### config.mk
export PLATFORM = sky130hd
export DESIGN_NAME = ret_addr_guard
export DESIGN_NICKNAME = d
export VERILOG_FILES = /design/src/rtl/ariane_pkg.sv /design/src/rtl/ret_addr_stack.sv /design/src/rtl/ret_addr_guard.sv
export SDC_FILE = /design/constraint.sdc
export NUM_CORES = 1
export LEC_CHECK = 0
export BUFFER_PORTS_ARGS = -buffer_cell sky130_fd_sc_hd__buf_2
export CELL_PAD_IN_SITES_DETAIL_PLACEMENT = 0
export CELL_PAD_IN_SITES_GLOBAL_PLACEMENT = 1
export CORE_MARGIN = 2
export CORE_UTILIZATION = 26
export CTS_CLUSTER_DIAMETER = 120
export DETAILED_ROUTE_END_ITERATION = 6
export GPL_ROUTABILITY_DRIVEN = 0
export MAX_ROUTING_LAYER = met4
export PLACE_DENSITY = 0.95
export SYNTH_ARGS = -nofsm -noshare
export SYNTH_HDL_FRONTEND = slang
export SYNTH_HIERARCHICAL = 1
export SYNTH_SLANG_ARGS = --single-unit
### constraint.sdc
create_clock -name clk_i -period 1.9 [get_ports clk_i]
set_input_delay 0.19 -clock clk_i [delete_from_list [all_inputs] [get_ports clk_i]]
set_output_delay 0.19 -clock clk_i [all_outputs]
set_load 0.02 [all_outputs]
### src/rtl/ariane_pkg.sv
// Shared definitions for the return-address guard: CFI fault cause, tag bit position
// and the committed control-flow record.
package ariane_pkg;

  // Default virtual address width of the core
  localparam int unsigned RET_VLEN = 32;

  // Encoded link values carry this tag bit set
  localparam int unsigned RET_TAG_BIT = RET_VLEN - 1;

  // Exception cause raised toward the exception path on a return-address mismatch
  localparam logic [31:0] CFI_FAULT = 32'd18;

  // One committed control-flow instruction
  typedef struct packed {
    logic                valid;
    logic                call;
    logic                ret;
    logic [RET_VLEN-1:0] link;
    logic [RET_VLEN-1:0] target;
  } ret_commit_t;

endpackage

### src/rtl/ret_addr_stack.sv
// Circular shadow return stack. When full, a push overwrites the oldest entry and sets the
// sticky overflow flag; a pop on an empty stack clears that flag.
module ret_addr_stack #(
  parameter int unsigned VLEN  = 32,
  parameter int unsigned DEPTH = 8
) (
  input  logic                     clk_i,
  input  logic                     rst_ni,
  input  logic                     push_i,
  input  logic                     pop_i,
  input  logic [VLEN-1:0]          data_i,
  output logic [VLEN-1:0]          top_o,
  output logic [$clog2(DEPTH):0]   depth_o,
  output logic                     overflow_o
);

  localparam int unsigned PW = $clog2(DEPTH);
  localparam logic [PW-1:0] PTR_ONE = 1;
  localparam logic [PW:0]   CNT_ONE = 1;
  localparam logic [PW:0]   CNT_FULL = DEPTH[PW:0];

  logic [VLEN-1:0] mem_q [DEPTH];
  logic [PW-1:0]   sp_q, sp_d, top_idx, wr_idx;
  logic [PW:0]     cnt_q, cnt_d;
  logic            ovf_q, ovf_d;
  logic            empty, full, do_pop, wr_en;

  assign empty   = (cnt_q == '0);
  assign full    = (cnt_q == CNT_FULL);
  assign do_pop  = pop_i && !empty;
  // sp_q is the next write slot, so the live top sits one below it
  assign top_idx = sp_q - PTR_ONE;
  assign top_o   = mem_q[top_idx];

  // Next-state for pointer, count and overflow; pop-then-push reuses the top slot
  always_comb begin
    sp_d   = sp_q;
    cnt_d  = cnt_q;
    ovf_d  = ovf_q;
    wr_en  = 1'b0;
    wr_idx = sp_q;
    if (pop_i && empty) begin
      ovf_d = 1'b0;
    end
    if (do_pop && push_i) begin
      wr_en  = 1'b1;
      wr_idx = top_idx;
    end else if (do_pop) begin
      sp_d  = top_idx;
      cnt_d = cnt_q - CNT_ONE;
    end else if (push_i) begin
      wr_en = 1'b1;
      sp_d  = sp_q + PTR_ONE;
      if (full) begin
        ovf_d = 1'b1;
      end else begin
        cnt_d = cnt_q + CNT_ONE;
      end
    end
  end

  // Control state; reset discards all entries at once
  always_ff @(posedge clk_i or negedge rst_ni) begin
    if (!rst_ni) begin
      sp_q  <= '0;
      cnt_q <= '0;
      ovf_q <= 1'b0;
    end else begin
      sp_q  <= sp_d;
      cnt_q <= cnt_d;
      ovf_q <= ovf_d;
    end
  end

  // Entry storage, validity is tracked by cnt_q alone
  always_ff @(posedge clk_i) begin
    if (wr_en) begin
      mem_q[wr_idx] <= data_i;
    end
  end

  assign depth_o    = cnt_q;
  assign overflow_o = ovf_q;

endmodule

### src/rtl/ret_addr_guard.sv
// Return-address guard: XOR-key encode of call links, decode of return targets, and a
// committed shadow stack that flags mismatching returns.
// Shadow stack and fault logic exist only when RET_ADDR_GUARD_SHADOW_STACK_EN is defined.
module ret_addr_guard
  import ariane_pkg::*;
#(
  parameter int unsigned     VLEN      = RET_VLEN,
  parameter int unsigned     DEPTH     = 8,
  parameter logic [VLEN-2:0] RESET_KEY = 'h73fa06c2
) (
  input  logic                   clk_i,
  input  logic                   rst_ni,
  input  logic                   ex_call_i,
  input  logic                   ex_ret_i,
  input  logic [VLEN-1:0]        ex_next_pc_i,
  input  logic [VLEN-1:0]        ex_target_i,
  output logic [VLEN-1:0]        link_o,
  output logic [VLEN-1:0]        target_o,
  input  logic                   commit_valid_i,
  input  logic                   commit_call_i,
  input  logic                   commit_ret_i,
  input  logic [VLEN-1:0]        commit_link_i,
  input  logic [VLEN-1:0]        commit_target_i,
  input  logic [VLEN-2:0]        key_i,
  input  logic                   key_valid_i,
  output logic                   key_ready_o,
  output logic                   cfi_fault_o,
  output logic [VLEN-1:0]        fault_addr_o,
  output logic [$clog2(DEPTH):0] depth_o,
  output logic                   overflow_o
);

  logic [VLEN-2:0] key_q;
  logic            key_load;

  // EX encode/decode against the key registered before this cycle
  always_comb begin
    link_o = ex_next_pc_i;
    if (ex_call_i) begin
      link_o = {1'b1, ex_next_pc_i[VLEN-2:0] ^ key_q};
    end
    target_o = ex_target_i;
    if (ex_ret_i || ex_target_i[VLEN-1]) begin
      target_o = {1'b0, ex_target_i[VLEN-2:0] ^ key_q};
    end
  end

  assign key_load = key_valid_i && key_ready_o;

  // Key register
  always_ff @(posedge clk_i or negedge rst_ni) begin
    if (!rst_ni) begin
      key_q <= RESET_KEY;
    end else if (key_load) begin
      key_q <= key_i;
    end
  end

`ifdef RET_ADDR_GUARD_SHADOW_STACK_EN
  logic                   push, pop, fault_d;
  logic [VLEN-1:0]        top;
  logic [$clog2(DEPTH):0] depth;
  logic                   overflow;
  logic                   fault_q;
  logic [VLEN-1:0]        fault_addr_q;

  assign push = commit_valid_i && commit_call_i;
  assign pop  = commit_valid_i && commit_ret_i;

  ret_addr_stack #(
    .VLEN  (VLEN),
    .DEPTH (DEPTH)
  ) u_stack (
    .clk_i      (clk_i),
    .rst_ni     (rst_ni),
    .push_i     (push),
    .pop_i      (pop),
    .data_i     (commit_link_i),
    .top_o      (top),
    .depth_o    (depth),
    .overflow_o (overflow)
  );

  // A return on an empty stack is only trusted if entries were lost to overflow
  always_comb begin
    fault_d = 1'b0;
    if (pop) begin
      fault_d = (depth != '0) ? (top != commit_target_i) : !overflow;
    end
  end

  // Registered one-cycle fault pulse with the offending target held until the next fault
  always_ff @(posedge clk_i or negedge rst_ni) begin
    if (!rst_ni) begin
      fault_q      <= 1'b0;
      fault_addr_q <= '0;
    end else begin
      fault_q <= fault_d;
      if (fault_d) begin
        fault_addr_q <= commit_target_i;
      end
    end
  end

  assign cfi_fault_o  = fault_q;
  assign fault_addr_o = fault_addr_q;
  assign depth_o      = depth;
  assign overflow_o   = overflow;
  // Rekeying with live links would orphan them
  assign key_ready_o  = (depth == '0);
`else
  logic unused_commit;
  assign unused_commit = ^{commit_valid_i, commit_call_i, commit_ret_i,
                           commit_link_i, commit_target_i};

  assign cfi_fault_o  = 1'b0;
  assign fault_addr_o = '0;
  assign depth_o      = '0;
  assign overflow_o   = 1'b0;
  assign key_ready_o  = 1'b1;
`endif

endmodule

Yosys cells after proc, flatten, opt, wreduce, memory -nomap -nowiden. Index checks and enable logic that the tools add are counted.

Register bits after elaboration: 31. Input bits: 167. Output and inout bits: 103. Word-level logic and storage cells: 6.

Bitwise operators: 2. Reductions and logical operators: 1. Multiplexer cells: 2.

Operators with widths (count): 32-bit 2-to-1 mux (2); 31-bit XOR (2); 1-bit logical OR (1).

Longest topological paths before layout.
Word-level depth: 2. Mapped depth: 3. Gate-level depth less buffers: 2.

Least setup slack after synthesis. Ideal clock, no wire load.

Path kind: flip-flop to output port. Start: reg key_q[30]. End: out target_o[30]. Required time: 1.710 ns. Buffers on the path: 0. Cell stages (with the launch flop): 3. Setup slack: 0.716 ns. Arrival time: 0.994 ns. Path through: dfstp_2 o21ai_0 xnor2_1.

Cells in the longest elaborated chain, start to end: 2.

Ends and longest elaborated chain: start: declaration (RTL line ret_addr_guard.sv:33) `logic [VLEN-2:0] key_q;`; start signal: assignment (RTL line ret_addr_guard.sv:55) `key_q <= key_i;`; 31-bit XOR (RTL line ret_addr_guard.sv:44) `target_o = {1'b0, ex_target_i[VLEN-2:0] ^ key_q};`; 32-bit 2-to-1 mux (RTL line ret_addr_guard.sv:43) `if (ex_ret_i || ex_target_i[VLEN-1]) begin`; end: declaration (RTL line ret_addr_guard.sv:18) `output logic [VLEN-1:0] target_o,`.

No other way between the ends.

Worst setup path in the final report. Same ends and word-level chain as after synthesis.

==> results by group <==
Yosys
  – Compound-gate portion of the synthesized area: 0.1018
  – Post-Synth Simple-Gate Area: 0.04662
  – Synth Area in XOR/XNOR: 0.2093
  – Sequential area share after synthesis: 0.3026
  – Multiplexer share of the synthesized area: 0.1755
  – Largest family of logic cells by synthesized area: XOR/XNOR gates
  – Syn Std Cell Area: about 2600 um2
  – Synth warnings: 6
  – Dominant cell type by area after synthesis: xnor2_1
  – Synth unique cells: 14
  – Flop and latch count out of synthesis: 31
  – Synth Instances: approximately 240
  – Synth top area cells: xnor2_1 (20%), mux2_4 (17%), dfstp_2 (16%)
  – Share of the synthesized area in the top cell type: 0.2031
  – Syn avg cell area: 10.91 um2
  – Adder-Cell Fraction of Synth Area: 0

Clock network
  – Root buf cell: clkbuf_8
  – Latest clock arrival within the worst-skew pair: 0.27 ns
  – Clock Path Buffers: 2
  – Post-CTS sizing: 0
  – Clock Sinks: 31
  – CTS buffer count: 5
  – Clock-pin slew on the worst setup and hold paths: approximately 0.060 ns
  – CTS tree: yes
  – Htree depth: 2

Setup path
  – Reg-to-Reg Start: key_q[3]
  – Reg-to-reg critical path endpoint: key_q[3]
  – CP Data Arrival Time: roughly 1.3 ns
  – CP required: about 1.7 ns
  – Crit start category: flip-flop
  – Worst reg2reg path depth: 1
  – Critical setup path kind: reg -> out
  – CP max FO: 3
  – Critical path endpoint category: output port
  – Flop2flop setup slack: around 1.1 ns

Final layout
  – Biggest regs: key_q (31)
  – Max FFs per register: 31
  – Post-route insts no fill: roughly 530
  – Largest Register: key_q
  – NumNets Final: roughly 570
  – Antenna diodes: 0
  – Share of layout cells above drive strength 1: 0.6209
  – Area grow syn2layout: 32.16%

Power and ir drop
  – Leakage: roughly 1.7 nW
  – Worst VDD drop: approximately 0.26 mV
  – PD cells: around 700 nW/um2

Global route
  – GRT Total Usage: 0.1170
  – Pin count of the biggest net entering global routing: 33
  – Vias in the first global route: approximately 2000
  – First-pass GRT wire length: 9977 um
  – Global route total overflow: 0
  – Antenna violations before repair: 0

Timing
  – Hold Slack: 0.1382 ns
  – RSZ-0062 raised after global routing: false
  – Final Hold Viols: 0
  – Clock Skew: 0 ns
  – Sum of negative setup slack: 0 ns
  – Max-slew headroom: 0.5208
  – Final setup viols: 0
  – Peak Freq: just under 700 MHz
  – Final worst path period need: about 1.5 ns
  – Max Transition Viols Final: 0
  – Worst Tran Pin Value: a little over 0.7 ns
  – Final setup margin: 0.4347 ns
  – Final period util: 0.7712

Place
  – IO buf count: 162
  – DP Worst Slack: between 0.4 and 0.5 ns
  – Placed cell count: between 500 and 600
  – DPL Wire Length: around 5000 um

Floorplan
  – Row count: 36
  – Die W: ~100 um
  – Starting Density: 0.2691
  – Core area: a little under 10000 um2
  – Overall die area: 10940 um2
  – Die height: approximately 100 um
  – I/O pin count: 270

Route
  – Routed length per instance: 12.20 um
  – Residual DRC: 0
  – Drt first pass iters: 4
  – Drt via density: about 4
  – Vias: about 2100
  – Routed Antenna Nets: 0
  – DRT iter0 DRCs: 34
  – Routed WL: ~6500 um

Run status
  – Status: complete, no violations

Hold path
  – Min-delay src: key_i[26]
  – Min-Delay Path Class: in -> reg
  – Worst Hold End: key_q[26]
  – Worst Hold Path Cells: 2

Flow run
  – Max_cap viols: 0
==> cells in the mapped netlist <==
cell type	count
buf_4	40
buf_6	9
clkbuf_4	3
conb_1	2
dfrtp_1	15
dfstp_2	16
mux2_2	1
mux2_4	30
nand2_1	31
o21ai_0	1
o21ai_2	30
or2_2	1
xnor2_1	61
xnor2_2	1
==> metrics by stage <==
stage	utilization	total power, W	instance area (um2)
2_1_floorplan	-	0.001614	2773
3_3_place_gp	0.3464	0.001901	3386
3_5_place_dp	0.3464	0.001916	3386
4_1_cts	0.3556	0.002439	3476
5_1_grt	0.3556	0.002533	3476
6_report	0.3556	0.002387	3476
==> layout make-up <==
type / count / area (um2)
tap: 133 / 166.4
clock buffer: 8 / 80.08
timing repair buffer: 166 / 880.8
multi-input combinational: 196 / 1553
fill: 995 / 6299
sequential: 31 / 795.8
==> layout by cell type, fill, tap and decap left out <==
cell,synthesis,routed
buf_12,0,3
xnor2_1,61,61
dfstp_2,16,16
dlygate4sd3_1,0,1
o21ai_2,30,30
nand2_1,31,31
buf_2,0,162
dfrtp_1,15,15
mux2_4,30,30
clkbuf_8,0,5
o21ai_0,1,1
clkbuf_1,0,3
mux2_2,1,1
conb_1,2,40
xnor2_2,1,1
or2_2,1,1
==> report_power, final <==
group	internal (W)	total [W]	leakage (nW)	switching [W]
Sequential	0.000755	0.000820	0.344	0.0000658
Clock	0.000260	0.000493	0.0395	0.000233
Combinational	0.000463	0.00107	1.33	0.000610
Total	0.00148	0.00239	1.71	0.000909
==> routing by layer <==
metal  GRT usage  share of wire
met1      0.1220           0.38
met2      0.2166           0.53
met3     0.03057          0.087
met4     0.03333          0.012
met5           -              0
==> cells by family (layout without fill, tap and decap cells) <==
kind of cell	count (synthesis)	count (layout)
mux	31	31
compound gates	31	31
xor+xnor	62	62
simple gates	32	32
buf+inv	52	174
flops	31	31
other cells	2	40
==> worst max-delay path by stage <==
stage,end,start,slack [ns]
after CTS,target_o[30],key_q[30],0.38
after global routing,target_o[30],key_q[30],0.32
final,target_o[30],key_q[30],0.43
after floorplan,target_o[30],key_q[30],0.72
after detailed placement,link_o[24],ex_call_i,0.46
after global placement,link_o[24],ex_call_i,0.51
==> worst max-delay path: stages, from the launching register on <==
cell     delay, ns
dfstp_2       0.55
o21ai_0       0.12
xnor2_1       0.15
buf_2         0.18
==> repair_timing <==
| action | CTS | global route |
|---|---|---|
| hold endpoints to repair | 15 | 0 |
| hold buffers | 1 | 0 |
| setup endpoints to repair | 0 | 0 |
| setup buffers | 0 | 0 |
Note: power is estimated with default switching activity, not from simulation.
